===== src/rtl/oam_dma_if.sv =====
// CPU-side inputs and system-bus-side outputs of the OAM DMA arbiter.
// The slave view belongs to the DMA engine; the master view belongs to whatever drives the CPU side.
interface oam_dma_if;
    logic [15:0] cpu_addr;
    logic        cpu_rw;
    logic [7:0]  cpu_dout;
    logic [7:0]  bus_din;
    logic        halt;
    logic [15:0] bus_addr;
    logic        bus_rw;
    logic [7:0]  bus_dout;
    logic        done;

    modport slave (
        input  cpu_addr, cpu_rw, cpu_dout, bus_din,
        output halt, bus_addr, bus_rw, bus_dout, done
    );

    modport master (
        output cpu_addr, cpu_rw, cpu_dout, bus_din,
        input  halt, bus_addr, bus_rw, bus_dout, done
    );
endinterface


===== src/rtl/oam_dma.sv =====
// Sprite OAM DMA engine: a CPU write to REG_ADDR halts the CPU and copies COUNT bytes
// from page V to DEST_ADDR in get/put pairs. When idle, the CPU bus passes straight through.
module oam_dma #(
    parameter logic [15:0] REG_ADDR  = 16'h4014,
    parameter logic [15:0] DEST_ADDR = 16'h2004,
    parameter int          COUNT     = 256
) (
    input  logic      clk,
    input  logic      rst_n,
    oam_dma_if.slave  dma_if
);
    localparam logic [7:0] LAST_IDX = 8'(COUNT - 1);

    typedef enum logic [2:0] {S_IDLE, S_HALT, S_ALIGN, S_READ, S_WRITE} state_t;

    state_t      state_q, state_d;
    logic [7:0]  idx_q, idx_d;
    logic [7:0]  page_q, page_d;
    logic [7:0]  latch_q, latch_d;
    logic        parity_q;
    logic        done_q, done_d;

    logic        halt_w;
    logic [15:0] addr_w;
    logic        rw_w;
    logic [7:0]  dout_w;

    always_ff @(posedge clk or negedge rst_n) begin
        if (!rst_n) begin
            state_q  <= S_IDLE;
            idx_q    <= 8'd0;
            page_q   <= 8'd0;
            latch_q  <= 8'd0;
            parity_q <= 1'b0;
            done_q   <= 1'b0;
        end else begin
            state_q  <= state_d;
            idx_q    <= idx_d;
            page_q   <= page_d;
            latch_q  <= latch_d;
            parity_q <= ~parity_q;
            done_q   <= done_d;
        end
    end

    // Outputs are decoded from the current state only, so an async reset drops halt immediately.
    always_comb begin
        state_d = state_q;
        idx_d   = idx_q;
        page_d  = page_q;
        latch_d = latch_q;
        done_d  = 1'b0;
        halt_w  = 1'b1;
        addr_w  = dma_if.cpu_addr;
        rw_w    = 1'b1;
        dout_w  = dma_if.cpu_dout;
        unique case (state_q)
            S_IDLE: begin
                halt_w = 1'b0;
                rw_w   = dma_if.cpu_rw;
                if (!dma_if.cpu_rw && dma_if.cpu_addr == REG_ADDR) begin
                    page_d  = dma_if.cpu_dout;
                    idx_d   = 8'd0;
                    state_d = S_HALT;
                end
            end
            // Reads must land on get (parity=0) cycles; ALIGN burns one cycle when they would not.
            S_HALT:  state_d = parity_q ? S_READ : S_ALIGN;
            S_ALIGN: state_d = S_READ;
            S_READ: begin
                addr_w  = {page_q, idx_q};
                latch_d = dma_if.bus_din;
                state_d = S_WRITE;
            end
            S_WRITE: begin
                addr_w = DEST_ADDR;
                rw_w   = 1'b0;
                dout_w = latch_q;
                if (idx_q == LAST_IDX) begin
                    idx_d   = 8'd0;
                    state_d = S_IDLE;
                    done_d  = 1'b1;
                end else begin
                    idx_d   = idx_q + 8'd1;
                    state_d = S_READ;
                end
            end
            default: state_d = S_IDLE;
        endcase
    end

    assign dma_if.halt     = halt_w;
    assign dma_if.bus_addr = addr_w;
    assign dma_if.bus_rw   = rw_w;
    assign dma_if.bus_dout = dout_w;
    assign dma_if.done     = done_q;
endmodule


===== src/flat_wrapper.sv =====
// flat-port wrapper written by rule: the top's interface ports become plain ports
module oam_dma_flat 
#(
    parameter logic [15:0] REG_ADDR  = 16'h4014,
    parameter logic [15:0] DEST_ADDR = 16'h2004,
    parameter int          COUNT     = 256
)
  (clk, rst_n, dma_if_cpu_addr, dma_if_cpu_rw, dma_if_cpu_dout, dma_if_bus_din, dma_if_halt, dma_if_bus_addr, dma_if_bus_rw, dma_if_bus_dout, dma_if_done);
  oam_dma_if dma_if_i ();
  input  logic clk;
  input  logic rst_n;
  input wire logic [$bits(dma_if_i.cpu_addr)-1:0] dma_if_cpu_addr;
  input wire logic [$bits(dma_if_i.cpu_rw)-1:0] dma_if_cpu_rw;
  input wire logic [$bits(dma_if_i.cpu_dout)-1:0] dma_if_cpu_dout;
  input wire logic [$bits(dma_if_i.bus_din)-1:0] dma_if_bus_din;
  output wire logic [$bits(dma_if_i.halt)-1:0] dma_if_halt;
  output wire logic [$bits(dma_if_i.bus_addr)-1:0] dma_if_bus_addr;
  output wire logic [$bits(dma_if_i.bus_rw)-1:0] dma_if_bus_rw;
  output wire logic [$bits(dma_if_i.bus_dout)-1:0] dma_if_bus_dout;
  output wire logic [$bits(dma_if_i.done)-1:0] dma_if_done;
  assign dma_if_i.cpu_addr = dma_if_cpu_addr;
  assign dma_if_i.cpu_rw = dma_if_cpu_rw;
  assign dma_if_i.cpu_dout = dma_if_cpu_dout;
  assign dma_if_i.bus_din = dma_if_bus_din;
  assign dma_if_halt = dma_if_i.halt;
  assign dma_if_bus_addr = dma_if_i.bus_addr;
  assign dma_if_bus_rw = dma_if_i.bus_rw;
  assign dma_if_bus_dout = dma_if_i.bus_dout;
  assign dma_if_done = dma_if_i.done;
  oam_dma #(.REG_ADDR(REG_ADDR), .DEST_ADDR(DEST_ADDR), .COUNT(COUNT)) u_core (.clk(clk), .rst_n(rst_n), .dma_if(dma_if_i));
endmodule

===== config.mk =====
export PLATFORM = sky130hd
export DESIGN_NAME = oam_dma_flat
export DESIGN_NICKNAME = d
export VERILOG_FILES = /design/src/rtl/oam_dma_if.sv /design/src/rtl/oam_dma.sv /design/src/flat_wrapper.sv
export SDC_FILE = /design/constraint.sdc
export NUM_CORES = 1
export LEC_CHECK = 0
export ABC_CLOCK_PERIOD_IN_PS = 1950
export BUFFER_PORTS_ARGS = -buffer_cell sky130_fd_sc_hd__buf_2
export CAP_MARGIN = 10
export CORE_ASPECT_RATIO = 0.9
export CORE_MARGIN = 2
export CORE_UTILIZATION = 44
export CTS_CLUSTER_DIAMETER = 60
export CTS_CLUSTER_SIZE = 12
export DETAILED_ROUTE_END_ITERATION = 8
export HOLD_SLACK_MARGIN = 0.06
export PLACE_DENSITY = 0.78
export RECOVER_POWER = 100
export SLEW_MARGIN = 20
export SYNTH_ARGS = -nofsm -noshare
export SYNTH_HDL_FRONTEND = slang
export SYNTH_SLANG_ARGS = --single-unit

===== constraint.sdc =====
create_clock -name clk -period 1.95 [get_ports clk]
set_clock_uncertainty 0.15 [all_clocks]
set_input_delay 0.2925 -clock clk [delete_from_list [all_inputs] [get_ports clk]]
set_output_delay 0.2925 -clock clk [all_outputs]
set_load 0.01 [all_outputs]

Yosys cells after proc, flatten, opt, wreduce, memory -nomap -nowiden
Index checks and enable logic that the tools add are counted.

Bits in writable memories: 0. Bits in latches: 0. Input port bits: 35. Memories: 0. Output and inout bits: 27. Register bits after elaboration: 29. Memory bits (read-only): 0.

$add $sub $neg: 1. Magnitude comparators: 0. Equal/unequal tests: 7. Reductions and logical operators: 6. Bitwise operators: 1. Multiplexer cells: 13. Shifts and indexed selects: 0. $mul: 0. Divide/modulo/power cells: 0.

Operator list (number): $pmux W16 S2 (1); $mux W8 (3); $eq A16 B15 Y1 const B (1); $pmux W8 S2 (1); $pmux W3 S5 (1); $add A8 B1 Y8 const B (1); $eq A8 B8 Y1 const B (1); $eq A3 B2 Y1 const B (2); $mux W1 (4); $reduce_and A2 Y1 (2); $eq A3 B1 Y1 const B (1); $eq A3 B3 Y1 const B (1); $logic_not A3 Y1 (1); $mux W3 (1); $mux W2 (1); $ne A2 B1 Y1 const B (1); $pmux W1 S2 (1); $reduce_bool A2 Y1 (1); $logic_and A1 B1 Y1 (1); $logic_not A1 Y1 (1); $not A1 Y1 (1).

Logic depth before layout (Yosys ltp)
Depth after elaboration: 4. Depth in mapped cells: 6. Mapped depth without buffers: 5.

Worst setup path after synthesis
No wires, ideal clock.

Path kind: flip-flop to output port. Start: register u_core.state_q[0]. End: output dma_if_bus_addr[10]. Arrival time: 1.478 ns. Slack: 0.029 ns. Cell stages (with the launch flop): 7. Cells stage by stage: dfrtp_1 nor2b_1 and2_1 buf_2 nor2_1 buf_2 a22o_1.

Word-level cells in the longest chain between the ends: 2. Elaborated cells on any way between the ends: 3.

Ends and longest elaborated chain: from (decl) (RTL line oam_dma.sv:16) `state_t state_q, state_d;`; from (signal assigned) (RTL line oam_dma.sv:37) `state_q <= state_d;`; $eq A3 B3 Y1 / $eq A3 B2 Y1 (equally long branches) (RTL line oam_dma.sv:57) `unique case (state_q)`; $pmux W16 S2 (*) (RTL line oam_dma.sv:57); to (decl) (RTL line flat_wrapper.sv:17) `output wire logic [$bits(dma_if_i.bus_addr)-1:0] dma_if_bus_addr;`.

Every way passes the cells marked *; elsewhere a longest branch is shown, timed or not.

Worst setup path after layout
Start: register u_core.state_q[2]. End: output dma_if_bus_dout[6].

Word-level cells in the longest chain between the ends: 2.

Ends and longest elaborated chain: $eq A3 B3 Y1 (RTL line oam_dma.sv:57); $mux W8 (RTL line oam_dma.sv:57); to (decl) (RTL line flat_wrapper.sv:19) `output wire logic [$bits(dma_if_i.bus_dout)-1:0] dma_if_bus_dout;`.

Every way passes these cells.

==> results.json <==
{
  "cap_violations": 0,
  "via_per_inst": 5.53,
  "die_w_um": 67.5,
  "grt.total_usage_pct": 23.9,
  "hold_viol": 0,
  "period_minus_slack_ps": 2050,
  "hold_class": "in -> reg",
  "cts_buffers": 5,
  "startpoint_type": "flop",
  "finalPower_mw": 2.66,
  "drc": 0,
  "diodes": 0,
  "cts_tree": "built",
  "yosysSeqAreaShare_pct": 45.5,
  "cp_max_fo": 8,
  "antenna_found_initial": 0,
  "ant_nets": 0,
  "synth_nets": 204,
  "start_util_pct": 46.6,
  "synth_edf_count": 0,
  "reg2reg_depth": 6,
  "yosysTopAreaCell": "dfrtp_1",
  "grt_pass1_wl_mm": 7.16,
  "wl_met2_mm": 2.47,
  "finalNetCount": 286,
  "fmax_mhz": 487,
  "setup_slack_ps": -104,
  "ios": 62,
  "yosys-top-cells-count": "nand2_1, dfrtp_1, a22o_1, mux2_2, o21ai_0",
  "gp_congestion": 0.895,
  "power_density_nw_per_um2": 1120,
  "synth-simple-area-share_pct": 22.7,
  "fin_util_pct": 69.2,
  "coreArea_um2": 3430,
  "stdcell_area_um2": 2370,
  "synth_xor_area_share_pct": 0,
  "clkTransAtPathRegs_ps": 70,
  "hpwl_mm": 2.96,
  "critPathArrivalTime_ps": 1610,
  "placed_area_um2": 2020,
  "power_leakage_nw": 1.20,
  "post-route-period-util_pct": 105,
  "worstPathRequired_ps": 1510,
  "yosysWarnings": 0,
  "worstSetupPathType": "reg -> out",
  "clock_sinks": 29,
  "fin_setup_tns_ps": -2300,
  "synth_fa_ha_area_share_pct": 0.784,
  "crit_chain": "buf_6 -> or3b_4 -> buf_12 -> nand2_2 -> nand2_1 -> buf_2",
  "synth_most_common_cell": "nand2_1",
  "vias": 1631,
  "slowest_delay_ps": 410,
  "clockRootBuffer": "clkbuf_8",
  "yosysTopAreaCellShare_pct": 45.5,
  "setup_viol": 32,
  "endpoint_kind": "output pin",
  "fp-row-count": 20,
  "rsz0062_at_grt": "yes",
  "grt_overflow": 0,
  "netlist_area_um2": 1600,
  "slew_violations": 0,
  "worstHoldPathCells": 2,
  "wl_per_cell_um": 16.0,
  "crit_path_top_delay_cell": "dfrtp_2",
  "numPortBuffers": 61,
  "area_growth_pct": 48.5,
  "r2r_slack_ps": -40,
  "dieArea_um2": 4130,
  "ys_ff_latch": 29,
  "ir_worst_vdd_v": 0.000660,
  "grt_pass1_vias": 1544,
  "synth_flop_cell": "dfrtp_1",
  "grt_max_degree": 30,
  "htree_num_levels": 2,
  "synth_cell_types": 36,
  "dr.pass1.iters": 4,
  "cts_buffer_depth": 2,
  "synthMuxAreaShare_pct": 12.5,
  "totalWireLength_mm": 4.71,
  "clk-insertion-delay-late_ps": 290,
  "die_h_um": 61.1,
  "synth_area_leaders": "dfrtp_1, mux2_2, nand2_1",
  "synth_top_family_by_area": "simple AND/OR/NAND/NOR gates",
  "dr.first_iter.drc_count": 123,
  "worstMarginPinSlew_ps": 659,
  "top_layer": "met4",
  "relSlewSlack_pct": 56.1,
  "wl_met3_um": 338,
  "outcome": "finished, violations left",
  "synth_compound_area_share_pct": 15.2,
  "avgSynthCellArea_um2": 9.50,
  "syn_inst": 168,
  "async_reset_ff_share_pct": 100,
  "violations": "setup timing",
  "drive_gt1_share_pct": 49.8,
  "met1_length_mm": 1.83
}
report_power, final:
group	switching, mW	internal [mW]
Combinational	0.620	0.686
Clock	0.238	0.246
Sequential	0.126	0.742
Total	0.984	1.67
repair_timing:
action,4_1_cts,5_1_grt
buffers inserted,5,3
hold buffers,1,0
setup endpoints to repair,24,34
pin swaps,19,5
endpoints found under the hold margin,29,0
gates cloned,1,0
resized for setup,22,29
layout by cell type, fill, tap and decap left out, drive strengths merged, types with 2 or more instances in the layout:
cell    instances
nor3            5
a21oi           2
nand2          42
mux2i           2
nor2            8
nand3           4
dfrtp          29
and2            2
nor2b           4
buf            83
a22o           14
mux2           16
inv             2
clkinv          2
nor4b           2
o21ai          11
clkbuf          5
kinds of logic (layout without fill, tap and decap cells):
group                      Yosys count  count (layout)
buffers and inverters               11              94
adders and majority gates            1               1
AOI/OAI and AO/OA                   34              34
DFF                                 29              29
muxes                               18              18
and+or+nand+nor                     75              75
worst max-delay path, delay by kind of cell (launching register included):
| kind | cells | cell delay [ps] |
|---|---|---|
| buffers and inverters | 3 | 420 |
| AND/OR/NAND/NOR | 3 | 500 |
| flip-flops | 1 | 410 |
per-layer routing:
| layer | GRT usage (%) | up-vias |
|---|---|---|
| li1 | - | 766 |
| met1 | 28.6 | 790 |
| met2 | 40.2 | 66 |
| met3 | 7.31 | 9 |
| met4 | 10.2 | 0 |
| met5 | 0 | - |
area by class of cell:
cell class / instances / area, um^2
tap: 44 / 55.1
inverter: 2 / 7.51
clock inverter: 3 / 17.5
multi-input combinational: 128 / 928
timing repair buffer: 84 / 567
fill: 244 / 1060
sequential: 29 / 727
clock buffer: 5 / 68.8
registers in the layout, summed over array words and instances, names as in the netlist:
register            flops
u_core.dma_if.done      1
u_core.idx_q            8
u_core.latch_q          8
u_core.page_q           8
u_core.parity_q         1
u_core.state_q          3
worst paths after layout:
path,startpoint,end
setup reg to reg,u_core.state_q[0],u_core.page_q[3]
min in group asynchronous,rst_n,u_core.latch_q[7]
hold / removal,dma_if_bus_din[5],u_core.latch_q[5]
setup / recovery,u_core.state_q[2],dma_if_bus_dout[6]
hold reg to reg,u_core.parity_q,u_core.parity_q
max in group asynchronous,rst_n,u_core.state_q[2]
metrics by stage:
| stage | instances | setup slack (ps) | hold WS (ps) |
|---|---|---|---|
| floorplan | 168 | 29.1 | -153 |
| global placement | 279 | -199 | 202 |
| detailed placement | 279 | -246 | 209 |
| CTS | 294 | -92.1 | 82.6 |
| global route | 295 | -162 | 84.6 |
| finish | 295 | -104 | 86.3 |
(Power assumes the default switching activity.)
